--- config.mk ---
export PLATFORM = sky130hd
export DESIGN_NAME = ins_wb_arbiter_flat
export DESIGN_NICKNAME = d
export VERILOG_FILES = /design/src/rtl/ins_wb_arbiter_pkg.sv /design/src/rtl/ins_wb_arbiter_if.sv /design/src/rtl/ins_wb_arbiter_rr_arbiter.sv /design/src/rtl/ins_wb_arbiter.sv /design/src/flat_wrapper.sv
export SDC_FILE = /design/constraint.sdc
export NUM_CORES = 1
export LEC_CHECK = 0
export ABC_AREA = 1
export BUFFER_PORTS_ARGS = -buffer_cell sky130_fd_sc_hd__clkbuf_2
export CAP_MARGIN = 20
export CORE_ASPECT_RATIO = 1.5
export CORE_MARGIN = 2
export CORE_UTILIZATION = 46
export CTS_BUF_LIST = sky130_fd_sc_hd__clkbuf_4
export DETAILED_ROUTE_END_ITERATION = 10
export MAX_ROUTING_LAYER = met4
export PLACE_DENSITY_LB_ADDON = 0.1
export SYNTH_ARGS = -nofsm -noshare
export SYNTH_HDL_FRONTEND = slang
export SYNTH_SLANG_ARGS = --single-unit
--- constraint.sdc ---
create_clock -name clk -period 3.9 [get_ports clk]
set_input_delay 0.39 -clock clk [delete_from_list [all_inputs] [get_ports clk]]
set_output_delay 0.39 -clock clk [all_outputs]
set_load 0.01 [all_outputs]
--- src/rtl/ins_wb_arbiter_pkg.sv ---
// Shared definitions for the write-back arbiter: default widths, the x0
// register index and the round-robin pointer wrap helper.
package ins_wb_pkg;

   localparam int DEF_DATA_W = 32;
   localparam int DEF_IDX_W  = 5;

   // Writes to x0 are architecturally discarded
   localparam logic [4:0] REG_ZERO = 5'd0;

   // Round-robin successor of requester g among n requesters
   function automatic int rr_next(input int g, input int n);
      return (g + 1 >= n) ? 0 : g + 1;
   endfunction

endpackage

--- src/rtl/ins_wb_arbiter_if.sv ---
// Write-back bus between the exec units / register file and the arbiter.
// master: exec-unit and register-file side; slave: the arbiter.
interface ins_wb_arbiter_if
   import ins_wb_pkg::*;
#(
   parameter int NUM_REQ = 4,
   parameter int DATA_W  = DEF_DATA_W,
   parameter int IDX_W   = DEF_IDX_W
);

   logic [NUM_REQ-1:0]        req_w_op;
   logic [NUM_REQ*IDX_W-1:0]  req_w_reg_idx;
   logic [NUM_REQ*DATA_W-1:0] req_w_reg_val;
   logic [NUM_REQ-1:0]        req_ready;
   logic                      reg_w_op;
   logic [IDX_W-1:0]          reg_w_reg_idx;
   logic [DATA_W-1:0]         reg_w_reg_val;
   logic                      busy;

   modport master (
      output req_w_op, req_w_reg_idx, req_w_reg_val,
      input  req_ready, reg_w_op, reg_w_reg_idx, reg_w_reg_val, busy
   );

   modport slave (
      input  req_w_op, req_w_reg_idx, req_w_reg_val,
      output req_ready, reg_w_op, reg_w_reg_idx, reg_w_reg_val, busy
   );

endinterface

--- src/rtl/ins_wb_arbiter_rr_arbiter.sv ---
// Combinational round-robin arbiter: the first set request at or after
// ptr (wrapping) wins. Produces one-hot and encoded grant.
module rr_arbiter #(
   parameter int NUM_REQ = 4,
   parameter int PTR_W   = 2
) (
   input  logic [NUM_REQ-1:0] req,
   input  logic [PTR_W-1:0]   ptr,
   output logic [NUM_REQ-1:0] grant,
   output logic [PTR_W-1:0]   grant_idx,
   output logic               any_grant
);

   int               pos;
   logic [PTR_W-1:0] slot;

   // Scan requesters starting at ptr; the first pending one takes the grant
   always_comb begin
      grant     = '0;
      grant_idx = '0;
      any_grant = 1'b0;
      pos       = 0;
      slot      = '0;
      for (int k = 0; k < NUM_REQ; k++) begin
         pos = int'(ptr) + k;
         if (pos >= NUM_REQ) pos = pos - NUM_REQ;
         slot = PTR_W'(pos);
         if (!any_grant && req[slot]) begin
            any_grant   = 1'b1;
            grant[slot] = 1'b1;
            grant_idx   = slot;
         end
      end
   end

endmodule

--- src/rtl/ins_wb_arbiter.sv ---
// Register-file write-back arbiter. Each requester has a one-entry holding
// buffer; pending entries are granted round-robin, one write per cycle.
// Optional macro INS_WB_ARB_BYPASS_EN lets a live request compete directly
// and be written without buffering (one-cycle uncontended latency).
module ins_wb_arbiter
   import ins_wb_pkg::*;
#(
   parameter int NUM_REQ = 4,
   parameter int DATA_W  = DEF_DATA_W,
   parameter int IDX_W   = DEF_IDX_W
) (
   input  logic        clk,
   input  logic        rst_n,
   ins_wb_arbiter_if.slave bus
);

   localparam int PTR_W = (NUM_REQ > 1) ? $clog2(NUM_REQ) : 1;

   logic [NUM_REQ-1:0] pend;
   logic [IDX_W-1:0]   buf_idx [NUM_REQ];
   logic [DATA_W-1:0]  buf_val [NUM_REQ];
   logic [IDX_W-1:0]   in_idx  [NUM_REQ];
   logic [DATA_W-1:0]  in_val  [NUM_REQ];
   logic [PTR_W-1:0]   ptr;

   logic [NUM_REQ-1:0] cand;
   logic [NUM_REQ-1:0] grant;
   logic [NUM_REQ-1:0] ready;
   logic [NUM_REQ-1:0] xfer;
   logic [NUM_REQ-1:0] live_grant;
   logic [PTR_W-1:0]   g;
   logic               any_grant;
   logic [IDX_W-1:0]   sel_idx;
   logic [DATA_W-1:0]  sel_val;
   logic               sel_wr;

   logic               wr_op;
   logic [IDX_W-1:0]   wr_idx;
   logic [DATA_W-1:0]  wr_val;

   // Split the packed requester buses into per-requester fields
   always_comb begin
      for (int i = 0; i < NUM_REQ; i++) begin
         in_idx[i] = bus.req_w_reg_idx[i*IDX_W +: IDX_W];
         in_val[i] = bus.req_w_reg_val[i*DATA_W +: DATA_W];
      end
   end

`ifdef INS_WB_ARB_BYPASS_EN
   // An empty buffer with a live request competes using the live data
   assign cand = pend | bus.req_w_op;
`else
   assign cand = pend;
`endif

   rr_arbiter #(
      .NUM_REQ (NUM_REQ),
      .PTR_W   (PTR_W)
   ) u_rr (
      .req       (cand),
      .ptr       (ptr),
      .grant     (grant),
      .grant_idx (g),
      .any_grant (any_grant)
   );

   // A granted buffer frees its slot this cycle, so it may accept again
   assign ready      = ~pend | grant;
   assign xfer       = bus.req_w_op & ready;
   // Grant on a requester with nothing buffered can only be a live bypass
   assign live_grant = grant & ~pend;

   assign sel_idx = pend[g] ? buf_idx[g] : in_idx[g];
   assign sel_val = pend[g] ? buf_val[g] : in_val[g];
   assign sel_wr  = any_grant && (sel_idx != IDX_W'(REG_ZERO));

   assign bus.req_ready     = ready;
   assign bus.busy          = |pend;
   assign bus.reg_w_op      = wr_op;
   assign bus.reg_w_reg_idx = wr_idx;
   assign bus.reg_w_reg_val = wr_val;

   // Pending flags: set on a buffered transfer, cleared when granted
   always_ff @(posedge clk or negedge rst_n) begin
      if (!rst_n) begin
         pend <= '0;
      end else begin
         for (int i = 0; i < NUM_REQ; i++) begin
            if (xfer[i] && !live_grant[i]) pend[i] <= 1'b1;
            else if (grant[i])             pend[i] <= 1'b0;
         end
      end
   end

   // Holding buffers load on every transfer that is not bypassed
   always_ff @(posedge clk) begin
      for (int i = 0; i < NUM_REQ; i++) begin
         if (xfer[i] && !live_grant[i]) begin
            buf_idx[i] <= in_idx[i];
            buf_val[i] <= in_val[i];
         end
      end
   end

   // Round-robin pointer moves past the winner on every grant
   always_ff @(posedge clk or negedge rst_n) begin
      if (!rst_n) begin
         ptr <= '0;
      end else if (any_grant) begin
         ptr <= PTR_W'(rr_next(int'(g), NUM_REQ));
      end
   end

   // Register-file write port; x0 grants are consumed without a write
   always_ff @(posedge clk or negedge rst_n) begin
      if (!rst_n) begin
         wr_op  <= 1'b0;
         wr_idx <= '0;
         wr_val <= '0;
      end else if (sel_wr) begin
         wr_op  <= 1'b1;
         wr_idx <= sel_idx;
         wr_val <= sel_val;
      end else begin
         wr_op  <= 1'b0;
         wr_idx <= '0;
         wr_val <= '0;
      end
   end

endmodule

--- src/flat_wrapper.sv ---
// flat-port wrapper written by rule: the top's interface ports become plain ports
module ins_wb_arbiter_flat import ins_wb_pkg::*;
#(
   parameter int NUM_REQ = 4,
   parameter int DATA_W  = DEF_DATA_W,
   parameter int IDX_W   = DEF_IDX_W
)
  (clk, rst_n, bus_req_w_op, bus_req_w_reg_idx, bus_req_w_reg_val, bus_req_ready, bus_reg_w_op, bus_reg_w_reg_idx, bus_reg_w_reg_val, bus_busy);
  ins_wb_arbiter_if #(.NUM_REQ(NUM_REQ), .DATA_W(DATA_W), .IDX_W(IDX_W)) bus_i ();
  input  logic clk;
  input  logic rst_n;
  input wire logic [$bits(bus_i.req_w_op)-1:0] bus_req_w_op;
  input wire logic [$bits(bus_i.req_w_reg_idx)-1:0] bus_req_w_reg_idx;
  input wire logic [$bits(bus_i.req_w_reg_val)-1:0] bus_req_w_reg_val;
  output wire logic [$bits(bus_i.req_ready)-1:0] bus_req_ready;
  output wire logic [$bits(bus_i.reg_w_op)-1:0] bus_reg_w_op;
  output wire logic [$bits(bus_i.reg_w_reg_idx)-1:0] bus_reg_w_reg_idx;
  output wire logic [$bits(bus_i.reg_w_reg_val)-1:0] bus_reg_w_reg_val;
  output wire logic [$bits(bus_i.busy)-1:0] bus_busy;
  assign bus_i.req_w_op = bus_req_w_op;
  assign bus_i.req_w_reg_idx = bus_req_w_reg_idx;
  assign bus_i.req_w_reg_val = bus_req_w_reg_val;
  assign bus_req_ready = bus_i.req_ready;
  assign bus_reg_w_op = bus_i.reg_w_op;
  assign bus_reg_w_reg_idx = bus_i.reg_w_reg_idx;
  assign bus_reg_w_reg_val = bus_i.reg_w_reg_val;
  assign bus_busy = bus_i.busy;
  ins_wb_arbiter #(.NUM_REQ(NUM_REQ), .DATA_W(DATA_W), .IDX_W(IDX_W)) u_core (.clk(clk), .rst_n(rst_n), .bus(bus_i));
endmodule
---- Word-level counts from Yosys, hierarchy flattened ----
Memory sizes are Yosys's and may differ from the RTL's.
Cells that the tools add are included.
word-level totals
  flip-flop bits (word level) ............. 44
  memories kept ........................... 2
  bits in writable memories ............... 148
  word-level logic and storage cells ...... 128
  output and inout port bits .............. 43
  input bits .............................. 154
operators by class
  multiplexer cells ....................... 62
  magnitude comparators ................... 15
  add/sub/neg operators ................... 8
  reductions and logical operators ........ 25
  bitwise logic cells ..................... 8
memory list
  name            words  bits a word  read ports  clocked after Yosys merged registers in  write ports  RTL line              source
  u_core.buf_val  4      32           1           0                                        4            ins_wb_arbiter.sv:21  logic [DATA_W-1:0] buf_val [NUM_REQ];
  u_core.buf_idx  4      5            1           0                                        4            ins_wb_arbiter.sv:20  logic [IDX_W-1:0] buf_idx [NUM_REQ];
operators by type and width
  kind                                                                                  number
  32-bit two-way mux                                                                    4
  32-bit binary-select mux with 2-bit select                                            1
  1-bit two-way mux                                                                     30
  5-bit two-way mux                                                                     4
  2-bit two-way mux                                                                     9
  4-bit two-way mux                                                                     4
  4-bit OR                                                                              4
  3-bit greater-or-equal comparator (second input constant)                             5
  2-bit by 3-bit less-than comparator with 1-bit output (second input constant)         5
  1-bit logical AND                                                                     12
  1-bit binary-select mux with 2-bit select                                             5
  5-bit binary-select mux with 2-bit select                                             1
  4-bit AND                                                                             2
  1-bit demux with 2-bit select                                                         4
  2-bit by 1-bit greater-or-equal comparator with 1-bit output (second input constant)  4
  2-bit nonzero test                                                                    4
  2-bit by 1-bit subtractor with 2-bit output (second input constant)                   4
  1-bit logical NOT                                                                     7
  2-bit by 1-bit adder with 3-bit output (second input constant)                        2
  2-bit by 2-bit adder with 3-bit output (second input constant)                        2
  5-bit nonzero test                                                                    1
  4-bit NOT                                                                             1
  4-bit OR reduction                                                                    1
  2-bit by 3-bit greater-or-equal comparator with 1-bit output (second input constant)  1
  2-bit NOT with 3-bit output                                                           1

---- Logic depth before layout (Yosys ltp) ----
Gate-level depths: netlist of run 1.
  word-level depth ........................ 22
  gate-level depth with buffers ........... 20
  gate-level depth less buffers ........... 17

---- By module ----
From an unflattened synthesis of run 1, not the netlist that was laid out.
second synthesis, totals
  cells, all modules ...................... 885
  area total of the unflattened synthesis .. 8,882.3 sq um
modules (own cells, without submodules)
  module          instances  seq. area each (sq um)  area an instance (sq um)  cells an instance
  ins_wb_arbiter  1          5,545.3                 8,441.8                   811
  rr_arbiter      1          0.0                     440.4                     74

---- Worst setup path after synthesis of run 1 ----
OpenSTA, ideal clock, no wires.
  kind .................................... register to register
  start point ............................. register u_core.ptr[0]
  end point ............................... memory u_core.buf_idx[0][0] (netlist name) (enable)
  setup time .............................. 432 ps
  slack ................................... -59 ps
  clock period less this slack ............ 3,959 ps
  arrival time ............................ 3,528 ps
  data required time ...................... 3,468 ps
  buffers on the path ..................... 2
  stages on the path, launching flop included .. 16
  cells stage by stage .................... dfrtp_1 > buf_6 > inv_6 > buf_12 > ha_1 > inv_1 > nand3_2 > nand2_2 > nor2_1 > inv_1 > nor2_1 > a221oi_1 > o21ai_0 > nand2_1 > nand2_1 > nor2_1
RTL lines
  element                   RTL line               source
  start: declaration        ins_wb_arbiter.sv:24   logic [PTR_W-1:0] ptr;
  start signal: assignment  ins_wb_arbiter.sv:110  ptr <= PTR_W'(rr_next(int'(g), NUM_REQ));
  end: declaration          ins_wb_arbiter.sv:20

---- Worst setup path after layout of run 1 ----
  start point ............................. register u_core.ptr[1]
  end point ............................... output port bus_req_ready[0]
between the ends
  cells in the longest elaborated chain, start to end .. 15
  elaborated cells on any way between the ends .. 60
  classes of those cells .................. add/sub: 7; order compare: 12; mux: 27; bitwise: 4; reduce/logical: 10
ends and longest elaborated chain
  element                                                                                          RTL line                         source
  parallel branches: the longest is 13 deep, another holds 2-bit by 1-bit adder with 3-bit output  --
  4-bit two-way mux (*)                                                                            ins_wb_arbiter_rr_arbiter.sv:28  if (!any_grant && req[slot]) begin
  4-bit OR (*)                                                                                     ins_wb_arbiter.sv:68             assign ready = ~pend | grant;
  end: declaration                                                                                 flat_wrapper.sv:15               output wire logic [$bits(bus_i.req_ready)-1:0] bus_req_ready;
Mark *: on every way between the ends. The select of a mux whose other input is x is not followed.

==> results of run 1 <==
metal layers:
metal / GRT usage / wire (um) / up-vias
met2: 0.4407 / 13550 / 333
met1: 0.3013 / 10570 / 3856
met4: 0.1095 / 847 / 0
met5: - / 0 / -
li1: - / - / 3975
met3: 0.04412 / 1587 / 59
critical path: cells and delay by family (launching register included):
family          cells  cell delay, ns
simple gates        4            0.75
buf+inv             4            0.57
flops               1            0.53
fa+ha+maj           1            0.44
compound gates      2            0.31
state kept, by name (all words and copies together), names as in the netlist:
| register | count |
|---|---|
| u_core.cand | 4 |
| u_core.buf_idx | 20 |
| u_core.bus.reg_w_reg_val | 32 |
| u_core.ptr | 2 |
| u_core.bus.reg_w_reg_idx | 5 |
| u_core.bus.reg_w_op | 1 |
| u_core.buf_val | 128 |
power groups by stage:
| stage | clock [mW] | combinational, mW | sequential [mW] |
|---|---|---|---|
| after floorplan | 0 | 5.91 | 3.53 |
| after global placement | 0 | 7.79 | 3.46 |
| after detailed placement | 0 | 7.83 | 3.46 |
| after CTS | 1.17 | 7.97 | 3.42 |
| after global routing | 1.22 | 8.94 | 3.49 |
| final | 1.15 | 7.92 | 3.43 |
final cells by class:
cell class                 instances  area share
sequential                       192      0.4495
multi-input combinational        703      0.2698
timing repair buffer             364      0.2190
tap                              260     0.02636
clock buffer                      20     0.01217
clock inverter                    12     0.01156
inverter                          35     0.01125
antenna                            2   0.0004056
repair_timing:
item / 4_1_cts / 5_1_grt
resized for setup: 0 / 1
buffers inserted: 0 / 0
hold buffers: 149 / 0
endpoints found under the hold margin: 167 / 0
endpoints found under the setup margin: 0 / 1
metrics by stage:
step | util | total power [mW] | instance area [um^2] | instances | hold WS (ns)
6_report | 0.6213 | 12.50 | 12340 | 1588 | 0.05038
5_1_grt | 0.6213 | 13.65 | 12340 | 1588 | 0.04549
4_1_cts | 0.6209 | 12.56 | 12330 | 1586 | 0.01248
3_5_place_dp | 0.5311 | 11.29 | 10550 | 1405 | 0.4635
3_3_place_gp | 0.5311 | 11.25 | 10550 | 1405 | 0.4568
2_1_floorplan | - | 9.444 | 9348 | 991 | 0.09441
logic make-up (layout without fill, tap and decap cells):
kind of cell,Yosys count,in the layout,share of synthesized area
AO/OA/AOI/OAI,48,48,0.03375
flip-flops,192,192,0.5935
AND/OR/NAND/NOR,647,647,0.3082
other,0,2,0
adder cells (fa/ha/maj),8,8,0.01071
buffers and inverters,96,431,0.05384
placed cells by master, fill, tap and decap left out, drive strengths merged:
cell type    synthesis  layout
a22oi                1       1
a21oi                6       6
dlygate4sd3          0     149
a21boi               1       1
nand2              387     387
o21bai               1       1
clkinv               0       7
nand3              169     169
nand4                3       3
nor3                 1       1
dfrtp               44      44
bufinv               0       3
clkinvlp             0       1
edfxtp             148     148
nand3b               8       8
diode                0       2
inv                 35      36
nor2                79      79
o21ai                4       4
ha                   8       8
clkbuf               8     216
a221oi               2       2
a31oi               32      32
buf                 53      19
o22ai                1       1
cells in the mapped netlist:
cell,n
nand2_1,372
nand3_1,156
edfxtp_1,148
nor2_1,58
dfrtp_1,44
a31oi_1,32
buf_2,31
inv_1,29
nor2_2,21
nand3_2,13
buf_4,10
nand2_2,9
clkbuf_1,8
ha_1,8
nand3b_1,8
buf_6,6
a21oi_1,5
buf_1,5
inv_2,5
nand2_4,5
a221oi_1,2
nand4_1,2
o21ai_0,2
a21boi_0,1
a21oi_2,1
a22oi_1,1
buf_12,1
inv_6,1
nand2_8,1
nand4_2,1
nor3_1,1
o21ai_1,1
o21ai_2,1
o21bai_4,1
o22ai_1,1
final timing paths:
kind	to	slack (ns)	cells after the start
max reg2reg	u_core.bus.reg_w_reg_val[8]	0.52	15
min	u_core.cand[3]	0.05	3
min reg2reg	u_core.bus.reg_w_reg_idx[3]	0.65	4
min in group asynchronous	u_core.bus.reg_w_reg_val[0]	0.34	2
max	bus_req_ready[0]	0.31	11
max in group asynchronous	u_core.ptr[0]	2.67	3
==> metrics.txt, run 1 <==
status=finished, final reports clean; Rows=63; switch share=0.4961; fmax=0.2784 GHz; via total after detailed routing=8223; RSZ-0062 raised after global routing=false; main area contributors after synthesis=edfxtp_1, nand2_1, dfrtp_1; Crit. End Element=primary output; core area=19860 um^2; IO Pins=197; Tcrit/Tclk final=0.9210; required time worst endpoint=~3.5 ns; GP Congestion=a little under 0.9; Seq/Total Area, Yosys=0.5935; maximum VDD drop=~0.63 mV; min-delay src=bus_req_w_op[3]; HPWL Detailed=between 15 and 20 mm; global-route wire length before repair=41.34 mm; register bit total from synthesis=192; P per Cell Area=1013 nW/um^2; most frequent CP cell=inv_1; leak pwr=between 5 and 6 nW; CP Launch Type=flop; Setup violations, final=0; Place WS=between 0.4 and 0.5 ns; residual DRC count=0; post-route antenna net violation count=0; Psw=just over 6 mW; Worst Tran Pin Value=about 0.74 ns; Fin. Hold Viols=0; CTS sink cnt=192; Rel. slew slack=0.5034; wire per inst=approximately 17 um; GRT Total Usage=0.2585; Worst Skew=0.01751 ns; gr ovfl total=0; combinational share of power=0.634; Filler cells=1741; highest cell delay on the worst timing path=around 0.53 ns; Iteration-0 DRC Markers=565; number of buffers created by CTS=17; Die W=120.4 um; Int Pwr=roughly 6.3 mW; cell accounting for the most synthesized area=edfxtp_1; Clk Latency, worst-skew pair=0.61 ns; Max Cap Viol=0; Hold WC Path Type=in -> reg; vias in the first global route=roughly 8100; post-synthesis cell type count=35; Post-Syn Area=roughly 9300 um^2; worst-path maximum fanout=8; Die Y=roughly 180 um; Arrival @ worst endpoint=3.20 ns; root buf cell=clkbuf_4; fin nets=approximately 1500; Avg Synthesized Cell Area=9.428 um^2; worst setup path class=reg -> out; worst flop-to-flop path startpoint=u_core.ptr[1]; CTS tree=done; CTS H-tree lvls=4; synthesized instance count=approximately 1000; DR vias/cell=between 5 and 6; Initial Util=0.4703; Clock transition at path regs=around 0.15 ns; # port buffers=between 150 and 200; Tmin final=3.592 ns; Final Max Slew Viols=0; Synth-to-Final Area Change=32.09%; sequential fraction of design power=0.274; Max Root-Sink Buffers=2; fin worst setup slack=approximately 0.3 ns; cells along the critical path=inv_1 -> ha_1 -> inv_1 -> nand3_2 -> nand2_2 -> nor3_1 -> a221oi_1 -> o21ai_0 -> nor2_1 -> inv_1 -> clkbuf_2; 1st-pass router iterations=5; layout cells sized above 1=0.2338; setup TNS=0 ns; Crit-path slowest cell=dfrtp_1; area of the multi-input gates=3329 um^2; storage element area=around 5500 um^2; antenna violations before repair=2; routed wire length=26.55 mm; synth warn=0; Synth top area share=0.4757; Die ar.=approximately 21000 um^2; largest net degree at the start of global routing=84; clock network power share=0.092; crit path from=u_core.ptr[1]; syn_nets=roughly 1200
(Power assumes the default switching activity.)
==> run 2, diff against run 1 <==
clock period = 4.2 ns   (was 3.9 ns; I/O delays follow)
==> run 2 against run 1 <==
Effect of this change: clock skew rose by 0.0090 ns; clock power is 8% lower; power shrank 8.3%; wire length fell by 1.4%; largest cell class unchanged.
==> metrics.txt, run 2 (synthesis gave the netlist of run 1 again) <==
routed wire length=approximately 26 mm; RSZ-0062 raised after global routing=false; Arrival @ worst endpoint=roughly 3.2 ns; CP Launch Type=flop; CTS sink cnt=approximately 190; Max Cap Viol=0; Rows=63; status=finished, final reports clean; Worst Tran Pin Value=roughly 0.74 ns; CTS H-tree lvls=4; leak pwr=between 5 and 6 nW; antenna violations before repair=1; root buf cell=clkbuf_4; clock network power share=0.092; max reg flops=128; Synth-to-Final Area Change=29.70%; IO Pins=between 150 and 200; Crit-path slowest cell=dfrtp_1; Worst Skew=roughly 0.026 ns; Fin. Hold Viols=0; global-route wire length before repair=39.84 mm; Tmin final=3.622 ns; Rel. slew slack=0.5086; GRT Total Usage=0.2506; setup TNS=0 ns; placed cells=roughly 1400; P per Cell Area=about 950 nW/um^2; highest cell delay on the worst timing path=0.67 ns; Hold WC Path Type=in -> reg; Biggest register=u_core.buf_val; CTS Hold Buffers Added=124; fin util=0.6100; PostCTS Resize Cnt=0; residual DRC count=0; Psw=approximately 5.7 mW; Die W=about 120 um; gr ovfl total=0; maximum VDD drop=about 0.96 mV; fmax=around 0.28 GHz; wire per inst=around 17 um; sequential fraction of design power=0.279; required time worst endpoint=3.78 ns; Setup violations, final=0; R2R Setup Slk=approximately 0.73 ns; Int Pwr=approximately 5.8 mW; Setup Buffers After CTS=0; 1st-pass router iterations=5; switch share=0.4978; Die Y=roughly 180 um; Die ar.=21490 um^2; layout cells sized above 1=0.2361; number of buffers created by CTS=17; cells along the critical path=inv_6 -> ha_1 -> inv_1 -> nand3_2 -> nand2_2 -> nor3_1 -> a221oi_1 -> o21ai_0 -> nor2_1 -> inv_1 -> clkbuf_2; Clock transition at path regs=about 0.17 ns; worst setup path class=reg -> out; HPWL Detailed=approximately 16 mm; GP Congestion=between 0.8 and 0.9; fin worst setup slack=between 0.5 and 0.6 ns; largest net degree at the start of global routing=56; CTS tree=done; Tcrit/Tclk final=0.8623; vias in the first global route=7738; Iteration-0 DRC Markers=650; DR vias/cell=~5.1; via total after detailed routing=slightly above 8000; Max Root-Sink Buffers=2; Clk Latency, worst-skew pair=a little under 0.6 ns; core area=just under 20000 um^2; commonest non-fill, non-tap cell in the layout=nand2_1; post-route antenna net violation count=0; most frequent cells in the layout=nand2_1, clkbuf_2, nand3_1, edfxtp_1, dlygate4sd3_1; Final Max Slew Viols=0; Initial Util=0.4703; most frequent CP cell=inv_1; Non-Filler Instances=around 1600; Place WS=approximately 0.77 ns; fin nets=between 1000 and 1500; Crit. End Element=primary output; combinational share of power=0.629; total power=11.46 mW; worst-path maximum fanout=15; # port buffers=a little under 200
## run 2: path summary, 6_finish.rpt
kind,cells past startpoint,from,to
max,11,u_core.ptr[0],bus_req_ready[2]
min,1,bus_req_w_reg_val[55],u_core.buf_val[1][23]
max reg2reg,16,u_core.ptr[0],u_core.bus.reg_w_reg_val[17]
min reg2reg,4,u_core.buf_idx[0][2],u_core.bus.reg_w_reg_idx[2]
max in group asynchronous,3,rst_n,u_core.bus.reg_w_reg_val[5]
min in group asynchronous,3,rst_n,u_core.cand[2]
## run 2: layer usage
metal	vias to the layer above	GRT usage	share of wire
met5	-	-	0
met4	0	0.09496	0.024
met3	44	0.03676	0.051
met2	279	0.4320	0.52
met1	3799	0.2970	0.40
li1	3932	-	-
## run 2: final cells by class
| type | instances | area, um^2 |
|---|---|---|
| fillers | 1777 | 7746 |
| flip-flops and latches | 192 | 5545 |
| multi-input cells | 703 | 3329 |
| repair buffers | 347 | 2480 |
| well taps | 260 | 325.3 |
| clock inverters | 15 | 168.9 |
| inverters | 35 | 138.9 |
| clock buffers | 17 | 127.6 |
| diodes | 1 | 2.502 |
## run 2: stage by stage
stage          hold slack, ns  area (um^2)
4_1_cts             0.0001433        12050
2_1_floorplan          0.1244         9343
3_3_place_gp           0.5972        10510
3_5_place_dp           0.5988        10510
5_1_grt            0.00007877        12120
6_report              0.04188        12120
## run 2: worst max-delay path, delay by kind of cell, from the launching register on
kind | cells | cell delay, ns
adder cells (fa/ha/maj) | 1 | 0.42
AO/OA/AOI/OAI | 2 | 0.30
buffers and inverters | 4 | 0.50
flip-flops | 1 | 0.67
AND/OR/NAND/NOR | 4 | 0.73
## run 2: power groups by stage
stage	Sequential, mW	Clock, mW	Combinational, mW
6_report	3.19	1.06	7.21
5_1_grt	3.25	1.15	8.15
2_1_floorplan	3.29	0	5.48
4_1_cts	3.20	1.08	7.27
3_3_place_gp	3.23	0	7.07
3_5_place_dp	3.24	0	7.17
==> run 3, diff against run 2 <==
CORE_UTILIZATION = 47   (was 46)
clock period = 3.8 ns   (was 4.2 ns; I/O delays follow)
==> run 3 against run 2 <==
Effect of this change: non-clock buffer count increased by 14; via count grew 0.93%; cell count up 0.96%; clock skew decreased by 0.013 ns; combinational power rose by 13%; register-to-register slack worse by 0.34 ns; highest routed layer unchanged.
==> metrics.txt, run 3 (synthesis gave the netlist of run 1 again) <==
Rel. slew slack=0.4045; GR peak layer=met2; routed wire length=between 20 and 30 mm; clock network power share=0.098; Biggest register=u_core.buf_val; GP Congestion=around 0.91; GRT Total Usage=0.2670; met3 Use GR=0.04124; RSZ-0062 raised after global routing=false; sequential fraction of design power=0.272; fin worst setup slack=between 0.3 and 0.4 ns; Synth-to-Final Area Change=32.40%; max reg flops=between 100 and 150; layout cells sized above 1=0.2320; Die ar.=about 21000 um^2; Final Max Slew Viols=0; worst-path maximum fanout=33; CTS H-tree lvls=4; Max Cap Viol=0; Int Pwr=approximately 6.6 mW; most frequent CP cell=nand2_1; cells along the critical path=inv_6 -> ha_1 -> inv_1 -> nand3_2 -> nand2_2 -> nor2_2 -> nand3_2 -> nand3_2 -> nand2_4 -> inv_2 -> nand2_1 -> nand2_1 -> nand2_1 -> nand2_1 -> nand2_2 -> o21bai_4 -> buf_12 -> nor2_1; # port buffers=196; switch share=0.4922; fin nets=roughly 1500; Worst Skew=0.01313 ns; Worst Tran Pin Value=~0.89 ns; Setup violations, final=0; maximum VDD drop=approximately 0.76 mV; HPWL Detailed=between 15 and 20 mm; Crit-path slowest cell=dfrtp_2; Hold WC Path Type=in -> reg; commonest non-fill, non-tap cell in the layout=nand2_1; number of buffers created by CTS=17; global-route wire length before repair=approximately 42 mm; CTS tree=done; worst hold slack=between 0.03 and 0.04 ns; M1 GR Usage=0.3043; 1st-pass router iterations=5; residual DRC count=0; post-route antenna net violation count=0; Initial Util=0.4760; Max Root-Sink Buffers=2; core area=19630 um^2; CTS sink cnt=around 190; fmax=~0.29 GHz; Clk Latency, worst-skew pair=approximately 0.60 ns; setup TNS=0 ns; wire per inst=between 15 and 20 um; Rows=63; Psw=about 6.4 mW; Fin. Hold Viols=0; highest cell delay on the worst timing path=0.55 ns; P per Cell Area=between 1000 and 1500 nW/um^2; fin util=0.6302; DR vias/cell=5.129; gr ovfl total=0; via total after detailed routing=8129; status=finished, final reports clean; Filler cells=1647; leak pwr=5.477 nW; combinational share of power=0.630; Tmin final=3.408 ns; Crit. End Element=flop; Die Y=between 150 and 200 um; CP Launch Type=flop; Place WS=roughly 0.33 ns; Crit path max-delay family=simple AND/OR/NAND/NOR gates; IO Pins=197; largest net degree at the start of global routing=between 80 and 90; worst setup path class=reg -> reg; Tcrit/Tclk final=0.8968; Arrival @ worst endpoint=just under 4 ns; Iteration-0 DRC Markers=approximately 550; Clock transition at path regs=~0.15 ns; antenna violations before repair=2; root buf cell=clkbuf_4; vias in the first global route=8137; Die W=between 100 and 150 um; required time worst endpoint=~4.3 ns; Buf/Inv on CP=4; most frequent cells in the layout=nand2_1, clkbuf_2, nand3_1, dlygate4sd3_1, edfxtp_1; met2 Use GR=0.4602
[run 3: repair_timing]
action | CTS | global route
resized for setup | 0 | 3
setup endpoints to repair | 0 | 18
buffers inserted | 0 | 0
hold endpoints to repair | 174 | 0
hold buffers | 149 | 0
[run 3: stage by stage]
step	instances	power, mW	area, um^2
global placement	1402	11.58	10540
detailed placement	1402	11.66	10540
finish	1585	12.96	12370
floorplan	991	9.691	9353
CTS	1583	13.05	12360
global route	1585	14.19	12370
[run 3: power groups by stage]
stage / sequential (mW) / combinational (mW) / clock (mW)
floorplan: 3.62 / 6.07 / 0
global placement: 3.56 / 8.02 / 0
detailed placement: 3.57 / 8.09 / 0
CTS: 3.52 / 8.23 / 1.29
global route: 3.59 / 9.22 / 1.37
finish: 3.53 / 8.17 / 1.27
[run 3: path summary, 6_finish.rpt]
check	from	endpoint	slack, ns	cells after the start
worst max-delay path	u_core.ptr[0]	u_core.bus.reg_w_reg_val[25]	0.39	18
min in group asynchronous	rst_n	u_core.cand[2]	0.42	2
worst max register to register	u_core.ptr[0]	u_core.bus.reg_w_reg_val[25]	0.39	18
worst min-delay path	bus_req_w_op[3]	u_core.cand[3]	0.04	3
worst min register to register	u_core.buf_idx[1][1]	u_core.bus.reg_w_reg_idx[1]	0.67	4
max in group asynchronous	rst_n	u_core.ptr[1]	2.51	3
[run 3: cell type report]
| type | instances | area [um^2] | area share |
|---|---|---|---|
| Antenna cell | 2 | 5.005 | 0.0004046 |
| Timing Repair Buffer | 361 | 2693 | 0.2177 |
| Inverter | 35 | 138.9 | 0.01123 |
| Clock buffer | 17 | 127.6 | 0.01032 |
| Multi-Input combinational cell | 703 | 3334 | 0.2696 |
| Clock inverter | 15 | 197.7 | 0.01598 |
| Tap cell | 260 | 325.3 | 0.02630 |
| Sequential cell | 192 | 5548 | 0.4485 |
[run 3: tightest hold or removal path, stage by stage]
cell,delay [ns]
clkbuf_2,0.08
nand2_1,0.09
nand2_1,0.07
[run 3: layer usage]
layer / share of wire / wire length [um]
met5: 0 / 0
met3: 0.047 / 1254
met1: 0.39 / 10570
met2: 0.52 / 14040
met4: 0.038 / 1018
